==> config.mk <==
export PLATFORM = sky130hd
export DESIGN_NAME = simple_alu_mc
export DESIGN_NICKNAME = d
export VERILOG_FILES = /design/src/rtl/simple_alu_pkg.sv /design/src/rtl/simple_alu_shift_step.sv /design/src/rtl/simple_alu_mc.sv
export SDC_FILE = /design/constraint.sdc
export NUM_CORES = 1
export LEC_CHECK = 0
export ABC_CLOCK_PERIOD_IN_PS = 4100
export BUFFER_PORTS_ARGS = -buffer_cell sky130_fd_sc_hd__buf_2
export CAP_MARGIN = 30
export CORE_ASPECT_RATIO = 1.75
export CORE_MARGIN = 5
export CORE_UTILIZATION = 59
export CTS_CLUSTER_DIAMETER = 60
export DETAILED_ROUTE_END_ITERATION = 16
export PLACE_DENSITY_LB_ADDON = 0.3
export RECOVER_POWER = 100
export SYNTH_ARGS = -nofsm -noshare
export SYNTH_HDL_FRONTEND = slang
export SYNTH_SLANG_ARGS = --single-unit
==> constraint.sdc <==
create_clock -name clk -period 4.1 [get_ports clk]
set_input_delay 0.82 -clock clk [delete_from_list [all_inputs] [get_ports clk]]
set_output_delay 0.82 -clock clk [all_outputs]
set_load 0.03 [all_outputs]
==> src/rtl/simple_alu_pkg.sv <==
// Shared types for the SIMPLE multi-cycle ALU: opcodes, FSM states, default width.
// Latency: n/a (types only).
// Backpressure: n/a.
package simple_alu_pkg;

    localparam int DEFAULT_WIDTH = 16;

    typedef enum logic [3:0] {
        OP_ADD = 4'd0,
        OP_SUB = 4'd1,
        OP_AND = 4'd2,
        OP_OR  = 4'd3,
        OP_XOR = 4'd4,
        OP_CMP = 4'd5,
        OP_MOV = 4'd6,
        OP_SLL = 4'd8,
        OP_ROL = 4'd9,
        OP_SRL = 4'd10,
        OP_SRA = 4'd11,
        OP_IN  = 4'd12
    } opcode_e;

    typedef enum logic {
        S_IDLE  = 1'b0,
        S_SHIFT = 1'b1
    } state_e;

    // Shift opcodes occupy 8..11; the low two bits select the step kind.
    function automatic logic is_shift(input logic [3:0] op);
        return op[3:2] == 2'b10;
    endfunction

endpackage

==> src/rtl/simple_alu_shift_step.sv <==
// One-bit SLL/ROL/SRL/SRA step returning the shifted word and the bit pushed out.
// Latency: combinational.
// Backpressure: none.
module simple_alu_shift_step #(
    parameter int WIDTH = 16
) (
    input  logic [WIDTH-1:0] word,
    input  logic [1:0]       kind,
    output logic [WIDTH-1:0] shifted,
    output logic             bit_out
);

    always_comb begin
        shifted = word;
        bit_out = 1'b0;
        case (kind)
            2'b00: begin
                shifted = {word[WIDTH-2:0], 1'b0};
                bit_out = word[WIDTH-1];
            end
            2'b01: begin
                shifted = {word[WIDTH-2:0], word[WIDTH-1]};
                bit_out = word[WIDTH-1];
            end
            2'b10: begin
                shifted = {1'b0, word[WIDTH-1:1]};
                bit_out = word[0];
            end
            2'b11: begin
                shifted = {word[WIDTH-1], word[WIDTH-1:1]};
                bit_out = word[0];
            end
            default: ;
        endcase
    end

endmodule

==> src/rtl/simple_alu_mc.sv <==
// Multi-cycle ALU: single-cycle arithmetic/logic, shifts iterate one bit per cycle.
// Latency: 1 cycle for non-shift ops or n=0, n+1 cycles for shifts by n.
// Backpressure: busy high while shifting; start is ignored until it drops.
module simple_alu_mc
    import simple_alu_pkg::*;
#(
    parameter int WIDTH   = DEFAULT_WIDTH,
    parameter int SHAMT_W = $clog2(WIDTH)
) (
    input  logic             clk,
    input  logic             rst,
    input  logic             start,
    input  logic [3:0]       opcode,
    input  logic [WIDTH-1:0] in1,
    input  logic [WIDTH-1:0] in2,
    input  logic [WIDTH-1:0] dipswitch,
    output logic             busy,
    output logic             done,
    output logic [WIDTH-1:0] result,
    output logic             result_we,
    output logic             v,
    output logic             z,
    output logic             c,
    output logic             s
);

    state_e             state;
    logic [WIDTH-1:0]   work;
    logic [SHAMT_W-1:0] cnt;
    logic [1:0]         kind;

    opcode_e            op;
    logic [SHAMT_W-1:0] shamt;
    logic [WIDTH:0]     sum;
    logic [WIDTH:0]     diff;

    logic [WIDTH-1:0]   nx_res;
    logic               nx_v, nx_c, nx_z, nx_s, nx_we, nx_def;

    logic [WIDTH-1:0]   step_word;
    logic               step_out;

    assign op    = opcode_e'(opcode);
    assign shamt = in2[SHAMT_W-1:0];
    assign sum   = {1'b0, in1} + {1'b0, in2};
    // Top bit of the widened difference is the unsigned borrow.
    assign diff  = {1'b0, in1} - {1'b0, in2};
    assign busy  = (state == S_SHIFT);

    always_comb begin
        nx_res = '0;
        nx_v   = 1'b0;
        nx_c   = 1'b0;
        nx_we  = 1'b0;
        nx_def = 1'b1;
        case (op)
            OP_ADD: begin
                nx_res = sum[WIDTH-1:0];
                nx_c   = sum[WIDTH];
                nx_v   = (in1[WIDTH-1] == in2[WIDTH-1]) && (sum[WIDTH-1] != in1[WIDTH-1]);
                nx_we  = 1'b1;
            end
            OP_SUB, OP_CMP: begin
                nx_res = diff[WIDTH-1:0];
                nx_c   = diff[WIDTH];
                nx_v   = (in1[WIDTH-1] != in2[WIDTH-1]) && (diff[WIDTH-1] != in1[WIDTH-1]);
                nx_we  = (op == OP_SUB);
            end
            OP_AND: begin nx_res = in1 & in2; nx_we = 1'b1; end
            OP_OR:  begin nx_res = in1 | in2; nx_we = 1'b1; end
            OP_XOR: begin nx_res = in1 ^ in2; nx_we = 1'b1; end
            OP_MOV: begin nx_res = in1;       nx_we = 1'b1; end
            OP_IN:  begin nx_res = dipswitch; nx_we = 1'b1; end
            // Only reached here with a zero shift amount: pass in1 through.
            OP_SLL, OP_ROL, OP_SRL, OP_SRA: begin nx_res = in1; nx_we = 1'b1; end
            default: nx_def = 1'b0;
        endcase
        nx_z = nx_def & ~|nx_res;
        nx_s = nx_def & nx_res[WIDTH-1];
    end

    simple_alu_shift_step #(.WIDTH(WIDTH)) u_step (
        .word    (work),
        .kind    (kind),
        .shifted (step_word),
        .bit_out (step_out)
    );

    always_ff @(posedge clk) begin
        if (rst) begin
            state     <= S_IDLE;
            work      <= '0;
            cnt       <= '0;
            kind      <= 2'b00;
            result    <= '0;
            result_we <= 1'b0;
            done      <= 1'b0;
            v         <= 1'b0;
            z         <= 1'b0;
            c         <= 1'b0;
            s         <= 1'b0;
        end else begin
            done      <= 1'b0;
            result_we <= 1'b0;
            case (state)
                S_IDLE: begin
                    if (start) begin
                        if (is_shift(opcode) && (shamt != '0)) begin
                            work  <= in1;
                            cnt   <= shamt;
                            kind  <= opcode[1:0];
                            state <= S_SHIFT;
                        end else begin
                            result    <= nx_res;
                            v         <= nx_v;
                            c         <= nx_c;
                            z         <= nx_z;
                            s         <= nx_s;
                            result_we <= nx_we;
                            done      <= 1'b1;
                        end
                    end
                end
                S_SHIFT: begin
                    work <= step_word;
                    cnt  <= cnt - SHAMT_W'(1);
                    if (cnt == SHAMT_W'(1)) begin
                        result    <= step_word;
                        v         <= 1'b0;
                        c         <= step_out;
                        z         <= ~|step_word;
                        s         <= step_word[WIDTH-1];
                        result_we <= 1'b1;
                        done      <= 1'b1;
                        state     <= S_IDLE;
                    end
                end
                default: state <= S_IDLE;
            endcase
        end
    end

endmodule

==> After elaboration in Yosys (flattened, before gate mapping) <==
Cells that the tools add are included.
{ "totals": {"ff_bits": 45, "inputBits": 55, "latch_bits": 0, "elab_cells": 107, "n_memories": 0, "ram_bits": 0, "romBits": 0} }
{ "op_classes": {"n_mul": 0, "n_eq_ne": 24, "mux": 44, "bitwise_logic": 6, "order_cmp": 0, "div": 0, "reduce_logical": 19, "n_shift": 0, "n_addsub": 3} }
{ "op_table": {"columns": ["cell", "n"], "rows": [
  ["case mux 16 bit (7 select lines)", 1],
  ["2-to-1 mux 16 bit", 5],
  ["case mux 16 bit (2 select lines)", 2],
  ["case mux 16 bit (4 select lines)", 1],
  ["OR reduction 16 bit", 2],
  ["case mux 1 bit (2 select lines)", 11],
  ["2-to-1 mux 1 bit", 21],
  ["== test 4 bit, second input constant", 5],
  ["adder 16 x 16 -> 17 bit", 1],
  ["subtractor 16 x 16 -> 17 bit", 1],
  ["AND 16 bit", 1],
  ["OR 16 bit", 1],
  ["XOR 16 bit", 1],
  ["== test 4 x 3 -> 1 bit, second input constant", 3],
  ["OR reduction 12 bit", 1],
  ["OR reduction 10 bit", 1],
  ["== test 4 x 1 -> 1 bit, second input constant", 2],
  ["== test 4 x 2 -> 1 bit, second input constant", 2],
  ["2-to-1 mux 4 bit", 2],
  ["case mux 4 bit (2 select lines)", 1],
  ["== test 2 bit, second input constant", 3],
  ["inequality test 2 bit, second input constant", 3],
  ["AND reduction 3 bit", 2],
  ["OR reduction 2 bit", 3],
  ["other kinds (14)", 20]
]} }

==> Depth between registers and ports, before layout <==
Gate-level depths: netlist of run 1.
{ "logic_depth": {"word_depth": 9, "mapped_depth": 13} }

==> Modules after synthesis <==
From an unflattened synthesis of run 1, not the netlist that was laid out.
{ "hier_totals": {"hier_cells": 696, "area_unflattened_um2": 5109.9} }
{ "modules_own_cells": {"columns": ["mod", "instances", "cells_per_inst", "area_each_um2"], "rows": [
  ["simple_alu_mc", 1, 673, 4860.9],
  ["simple_alu_shift_step", 1, 23, 249.0]
]} }

==> Least setup slack after synthesis of run 1 <==
OpenSTA, ideal clock, no wires.
{ "synth_timing": {"path_type": "input port to flip-flop", "from": "input port in2[1]", "to": "register result[15]", "setup_time_ns": 0.114, "t_required_ns": 3.986, "slack_ns": 0.944, "arrival_time_ns": 3.042, "cell_stages": 10, "cell_sequence": "inv_1 > ha_1 > o21ba_2 > o311a_1 > o2111ai_1 > a311oi_1 > o31ai_1 > o211ai_1 > o211a_1 > a21o_1"} }
{ "synth_between": {"elab_chain_cells": 5} }
{ "synth_lines": {"columns": ["element", "line", "rtl"], "rows": [
  ["start, declared", "simple_alu_mc.sv:15", "input logic [WIDTH-1:0] in2,"],
  ["subtractor 16 x 16 -> 17 bit or adder 16 x 16 -> 17 bit (tied branches)", "simple_alu_mc.sv:47, simple_alu_mc.sv:45", null],
  ["case mux 16 bit (7 select lines)", "simple_alu_mc.sv:56", "case (op)"],
  ["2-to-1 mux 16 bit", "simple_alu_mc.sv:108", "if (is_shift(opcode) && (shamt != '0)) begin"],
  ["2-to-1 mux 16 bit", "simple_alu_mc.sv:107", "if (start) begin"],
  ["case mux 16 bit (2 select lines)", "simple_alu_mc.sv:105", "case (state)"],
  ["end signal, assigned", "simple_alu_mc.sv:114", "result <= nx_res;"],
  ["end signal, assigned", "simple_alu_mc.sv:128", "result <= step_word;"],
  ["end, declared", "simple_alu_mc.sv:19", "output logic [WIDTH-1:0] result,"]
]} }
Several ways; a longest one is shown, not always the timed one. The select of a mux whose other input is x is not followed.
A chain may end at the register's enable or synchronous reset.

==> Final worst setup path of run 1 <==
{ "layout_timing": {"from": "input port in1[4]", "to": "register z"} }
{ "layout_between": {"elab_chain_cells": 8} }
{ "layout_lines": {"columns": ["element", "line", "rtl"], "rows": [
  ["start, declared", "simple_alu_mc.sv:14", "input logic [WIDTH-1:0] in1,"],
  ["subtractor 16 x 16 -> 17 bit, or another cell as far along", "simple_alu_mc.sv:47", "assign diff = {1'b0, in1} - {1'b0, in2};"],
  ["case mux 16 bit (7 select lines) (*)", "simple_alu_mc.sv:56", null],
  ["OR reduction 16 bit (*)", "simple_alu_mc.sv:78", "nx_z = nx_def & ~|nx_res;"],
  ["logical NOT 1 bit (*)", "simple_alu_mc.sv:78", null],
  ["AND 1 bit (*)", "simple_alu_mc.sv:78", null],
  ["2-to-1 mux 1 bit (*)", "simple_alu_mc.sv:108", null],
  ["2-to-1 mux 1 bit (*)", "simple_alu_mc.sv:107", null],
  ["case mux 1 bit (2 select lines) (*)", "simple_alu_mc.sv:105", null],
  ["end signal, assigned", "simple_alu_mc.sv:117", "z <= nx_z;"],
  ["end signal, assigned", "simple_alu_mc.sv:131", "z <= ~|step_word;"],
  ["end, declared", "simple_alu_mc.sv:22", "output logic z,"]
]} }
Mark *: on every way between the ends. The rest lies on a longest branch, timed or not. The select of a mux whose other input is x is not followed.

==> metrics.txt, run 1 <==
status=finished, final reports clean; hold-fix buffers at CTS=0; largest net degree at the start of global routing=41; predominant post-synthesis flop cell=dfxtp_1; Total Nets Final=888; hpwl dp=15500 µm; layout cells sized above 1=11.8%; clk root buf=clkbuf_16; Tightest Hold Check Type=reg -> reg; DRT Pass-1 Iters=5; CP Buf/Inv Count=2; average size of a mapped cell=7.21 µm²; GRT Total Usage=37.0%; Setup violations, final=0; total of max-cap violations=0; crit path max fanout=9; Synth Instances=723; largest cells by area after synthesis=dfxtp_1, ha_1, a21oi_1, nor2_1, nand2_1; Synth top area share=17.3%; Slew @ Worst Pin=1.36 ns; Post-CTS Setup Inserts=0; Synth Register Bits=45; I/O pins=78; peak supply drop=0.290 mV; area of the multi-input gates=0.00389 mm²; number of global-route vias before repair=5946; Routed WL=20300 µm; Die W=81.1 µm; DRT iter0 DRCs=656; drt wl/cell=22.7 µm; Netlist cell types=82; FF+latch area=901 µm²; CP required=4.30 ns; initial antenna violation count=0; Die H=134 µm; pwr dens=271 mW/mm²; Row Count=45; final-report hold violation count=0; vias=6165; Largest stage delay, worst path=0.49 ns; first-pass GRT wire length=31300 µm; CTS H-tree depth=2; Yosys warnings=0; Antenna diodes=0; period utilization=93.8%; Clk Latency, worst-skew pair=0.29 ns; GPL Wtd Cong=1.07; Setup Total Neg Slack=0 ns; PortBufs=77; Post-synth top cells=nor2_1, nand2_1, a21oi_1, inv_1, ha_1; critical path type=in -> reg; clock tree buffer depth=2; CP Launch Type=input port; number of buffers created by CTS=5; gr ovfl total=0; Relative slew margins=9.61%; number of synthesized flops with an enable pin=0; Filler cells=851; Critical Path Sink Type=flip-flop; Leakage=2.40 nW; antenna viol nets, final=0; ys async rst share=0%; Synth Net Count=833; clk slew on worst S/H paths=0.06 ns; CP Data Arrival Time=4.05 ns; Slew Limit Fails=0; routed vias/inst=6.88; sequential element share of the synthesized area=17.3%; Final Skew=0.00512 ns; Die ar.=0.0109 mm²; Layout Utilization=66.7%; Post-route DRC=0; CP cell instances=buf_2 > inv_1 > ha_1 > a21oi_1 > o21ai_0 > a31oi_1 > o21ai_1 > and3_1 > a211oi_1 > and4_1 > nand4_1 > o31ai_1; clk sink count=45; Core ar.=0.00867 mm²; Cell Area, Synth=0.00521 mm²; CP delay by family, top=compound AO/OA/AOI/OAI gates; Fmax achieved=260 MHz; TritonCTS clock tree=done; # resized after CTS=0; most numerous cell in the Yosys netlist=nor2_1; slowest CP cell=a21oi_1; Initial Utilization=60.1%; Final Critical Period=3.85 ns; unrepaired setup endpoints after global routing=false; largest area contributor in the netlist=dfxtp_1; area grow syn2layout=10.9%
## final timing paths
check / end / from / depth (start not counted) / slack [ns]
max: z$_SDFFE_PP0P_ / in1[4] / 12 / 0.25
min: c$_SDFFE_PP0P_ / c$_SDFFE_PP0P_ / 2 / 0.46
max reg2reg: z$_SDFFE_PP0P_ / busy$_SDFF_PP0_ / 10 / 0.99
min reg2reg: c$_SDFFE_PP0P_ / c$_SDFFE_PP0P_ / 2 / 0.46
## worst register-to-register path, delay by kind of cell (launching register included)
family | cells | cell delay, ns
buffers and inverters | 2 | 0.64
and+or+nand+nor | 7 | 1.85
DFF | 1 | 0.32
AOI/OAI and AO/OA | 1 | 0.22
## placed cells by master (no fill, tap or decap), types with 6 or more instances in the layout
cell type / count
nor3_1: 20
a22oi_1: 11
mux2i_1: 12
ha_1: 53
o21ai_0: 47
nand2_1: 67
a221oi_1: 7
nand2b_1: 8
dfxtp_1: 45
clkbuf_1: 28
nor2_1: 70
a21oi_1: 59
nor4_1: 9
buf_2: 53
o211ai_1: 15
buf_4: 12
inv_1: 55
o21a_1: 8
a311oi_1: 6
nor3b_1: 8
a211oi_1: 20
nor2b_1: 10
o31ai_1: 11
nand3_1: 8
or3_1: 6
## layout make-up
type	count	area share (%)
repair buffers	94	8.05
clock buffers	6	2.40
inverters	58	3.77
multi-input cells	574	67.4
well taps	117	2.53
flip-flops and latches	45	15.6
clock inverters	2	0.303
## stage by stage
| step | instances | total power, mW | hold WS (ns) | instance area (µm²) | setup WS (ns) |
|---|---|---|---|---|---|
| after floorplan | 723 | 0.923 | 0.454 | 5210 | 0.944 |
| after global placement | 888 | 1.12 | 0.432 | 5680 | 0.272 |
| after detailed placement | 888 | 1.13 | 0.445 | 5680 | 0.255 |
| after CTS | 896 | 1.55 | 0.457 | 5840 | 0.545 |
| after global routing | 896 | 1.62 | 0.474 | 5780 | 0.159 |
| final | 896 | 1.56 | 0.457 | 5780 | 0.255 |
## registers in the layout, indices dropped and copies added (netlist names), 2 cells and up
register and flops:
result 16, work 16, cnt 4, kind 2
## cell families (layout without fill, tap and decap cells)
family	count (synthesis)	in the layout	synth area share, %
compound gates	251	251	33.3
simple gates	246	246	23.7
buf+inv	104	160	7.90
fa+ha+maj	56	56	13.7
flops	45	45	17.3
mux	16	16	3.24
xor+xnor	5	5	0.840
## metal layers
layer | vias up | track usage (%) | part of all wire, %
met3 | 126 | 4.44 | 8.6
met1 | 2843 | 41.2 | 35
met4 | 0 | 23.2 | 7.3
met5 | - | 0 | 0
met2 | 430 | 64.8 | 50
li1 | 2766 | - | -
## where the power goes
group	switching, mW	internal, mW
sequential	0.0275	0.468
combinational	0.427	0.219
clock	0.177	0.246
total	0.632	0.933
Power figures use the tool's default switching activity.
==> run 2: changes to the inputs <==
--- a/config.mk
+++ b/config.mk
@@ -5,16 +5,17 @@
 export SDC_FILE = /design/constraint.sdc
 export NUM_CORES = 1
 export LEC_CHECK = 0
-export ABC_CLOCK_PERIOD_IN_PS = 4100
+export ABC_CLOCK_PERIOD_IN_PS = 3500
 export BUFFER_PORTS_ARGS = -buffer_cell sky130_fd_sc_hd__buf_2
 export CAP_MARGIN = 30
 export CORE_ASPECT_RATIO = 1.75
 export CORE_MARGIN = 5
-export CORE_UTILIZATION = 59
+export CORE_UTILIZATION = 53
 export CTS_CLUSTER_DIAMETER = 60
 export DETAILED_ROUTE_END_ITERATION = 16
 export PLACE_DENSITY_LB_ADDON = 0.3
 export RECOVER_POWER = 100
+export REMOVE_ABC_BUFFERS = 1
 export SYNTH_ARGS = -nofsm -noshare
 export SYNTH_HDL_FRONTEND = slang
 export SYNTH_SLANG_ARGS = --single-unit
==> constraint.sdc (replaced) <==
create_clock -name clk -period 3.5 [get_ports clk]
set_input_delay 0.7 -clock clk [delete_from_list [all_inputs] [get_ports clk]]
set_output_delay 0.7 -clock clk [all_outputs]
set_load 0.03 [all_outputs]
==> metrics.txt, run 2 (synthesis results as in run 1) <==
status=finished, final reports clean (unchanged); internal power=1.12 mW (was 0.933 mW); clk slew on worst S/H paths=0.06 ns (about the same); Initial Utilization=53.6% (was 60.1%); Core ar.=0.00973 mm² (was 0.00867 mm²); peak supply drop=0.346 mV (was 0.290 mV); Net Switching=0.735 mW (was 0.632 mW); Total Nets Final=936 (was 888); Tightest Hold Check Type=reg -> reg (unchanged); number of global-route vias before repair=6202 (was 5946); CP Launch Type=input port (unchanged); GRT Total Usage=33.2% (was 37.0%); DRT iter0 DRCs=459 (was 656); commonest non-fill, non-tap cells in the layout=nor2_1, nand2_1, a21oi_1 (unchanged); Die H=141 µm (was 134 µm); PortBufs=77 (unchanged); Relative slew margins=47.7% (was 9.61%); antenna viol nets, final=0 (unchanged); clock tree buffer depth=2 (unchanged); critical path type=in -> reg (unchanged); Routed WL=20600 µm (was 20300 µm); worst hold slack=0.458 ns (was 0.457 ns); Largest regs=result: 16 flops, work: 16 flops, cnt: 4 flops (unchanged); Row Count=48 (was 45); Final Critical Period=3.31 ns; largest net degree at the start of global routing=40 (was 41); post-route insts no fill=952 (was 896); period utilization=94.6%; DRT Pass-1 Iters=5 (unchanged); number of buffers created by CTS=5 (unchanged); clk root buf=clkbuf_16 (unchanged); dpl cells=944 (was 888); unrepaired setup endpoints after global routing=false (unchanged); initial antenna violation count=0 (unchanged); Leakage=2.63 nW (was 2.40 nW); total of max-cap violations=0 (unchanged); CP Data Arrival Time=3.52 ns (was 4.05 ns); Fmax achieved=302 MHz; hold-fix buffers at CTS=0 (unchanged); Filler cells=941 (was 851); TritonCTS clock tree=done (unchanged); CTS H-tree depth=2 (unchanged); area grow syn2layout=18.1% (was 10.9%); pwr dens=302 mW/mm² (was 271 mW/mm²); Post-CTS Setup Inserts=0 (unchanged); Clock power frac=24.8% (was 27.1%); leading cell type in the layout, fill and taps excluded=nor2_1 (unchanged); first-pass GRT wire length=31600 µm (was 31300 µm); Comb power frac=44.0% (was 41.3%); vias=6300 (was 6165); clk sink count=45 (unchanged); Slew @ Worst Pin=0.785 ns (was 1.36 ns); Slew Limit Fails=0 (unchanged); crit path max fanout=4 (was 9); I/O pins=78 (unchanged); Critical Path Sink Type=flip-flop (unchanged); routed vias/inst=6.62 (was 6.88); switching share of power=39.6% (was 40.4%); Die ar.=0.0120 mm² (was 0.0109 mm²); Die W=85.0 µm (was 81.1 µm); drt wl/cell=21.6 µm (was 22.7 µm); final-report hold violation count=0 (unchanged); Antenna diodes=0 (unchanged); Post-route DRC=0 (unchanged); layout cells sized above 1=16.7% (was 11.8%); Reg power frac=31.2% (was 31.7%); Clk Latency, worst-skew pair=0.29 ns (about the same); Final Skew=0.00597 ns (was 0.00512 ns); CP required=3.71 ns (was 4.30 ns); gr ovfl total=0 (unchanged); hpwl dp=16400 µm (was 15500 µm); Setup violations, final=0 (unchanged); GPL Wtd Cong=0.987 (was 1.07)
## run 2: cell type report
cell class | count | area (µm²) | area share, %
Clock inverter | 2 | 10.0 | 0.163
Clock buffer | 6 | 129 | 2.09
Sequential cell | 45 | 901 | 14.6
Inverter | 58 | 218 | 3.54
Tap cell | 125 | 156 | 2.54
Multi-Input combinational cell | 574 | 3920 | 63.6
Timing Repair Buffer | 142 | 828 | 13.5
## run 2: path summary, 6_finish.rpt
check | from | end | slack (ns) | cells after the start
min reg2reg | result[15]$_SDFFE_PP0P_ | result[15]$_SDFFE_PP0P_ | 0.46 | 1
min | result[15]$_SDFFE_PP0P_ | result[15]$_SDFFE_PP0P_ | 0.46 | 1
max | in1[0] | z$_SDFFE_PP0P_ | 0.19 | 15
max reg2reg | busy$_SDFF_PP0_ | z$_SDFFE_PP0P_ | 1.32 | 10
## run 2: per-stage QoR
step / setup WS, ns / power [mW] / setup TNS, ns / area (µm²) / utilization, %
6_report: 0.189 / 1.86 / 0 / 6160 / 63.3
5_1_grt: 0.0707 / 1.94 / 0 / 6160 / 63.3
2_1_floorplan: 0.0160 / 1.05 / 0 / 5020 / -
4_1_cts: 0.199 / 1.85 / 0 / 6210 / 63.8
3_3_place_gp: -0.0421 / 1.38 / -0.0421 / 6070 / 62.4
3_5_place_dp: -0.0710 / 1.40 / -0.0972 / 6070 / 62.4
## run 2: per-layer routing
layer / share of wire, % / vias to the layer above / GRT usage, %
met4: 7.6 / 0 / 24.4
met5: 0 / - / 0
li1: - / 2867 / -
met1: 36 / 2966 / 35.9
met2: 50 / 353 / 58.8
met3: 6.5 / 114 / 2.92
## run 2: power groups by stage
stage / Sequential, mW / Clock [mW] / Combinational [mW]
after CTS: 0.578 / 0.458 / 0.812
after global placement: 0.586 / 0 / 0.795
after detailed placement: 0.589 / 0 / 0.807
after global routing: 0.583 / 0.475 / 0.878
final: 0.580 / 0.460 / 0.817
after floorplan: 0.627 / 0 / 0.427
## run 2: timing repair
action,in CTS,in global routing
endpoints found under the setup margin,0,1
hold endpoints to repair,0,0
gates resized for setup,0,2
## run 2: worst max-delay path, stage by stage
cell,delay [ns]
clkbuf_1,0.12
inv_1,0.09
ha_1,0.20
inv_1,0.07
fa_1,0.41
nor2b_1,0.19
o211ai_1,0.19
and3b_1,0.31
o221a_2,0.22
a21oi_1,0.05
a211oi_1,0.26
clkbuf_1,0.19
and4_1,0.23
nand4_1,0.11
o31ai_2,0.18
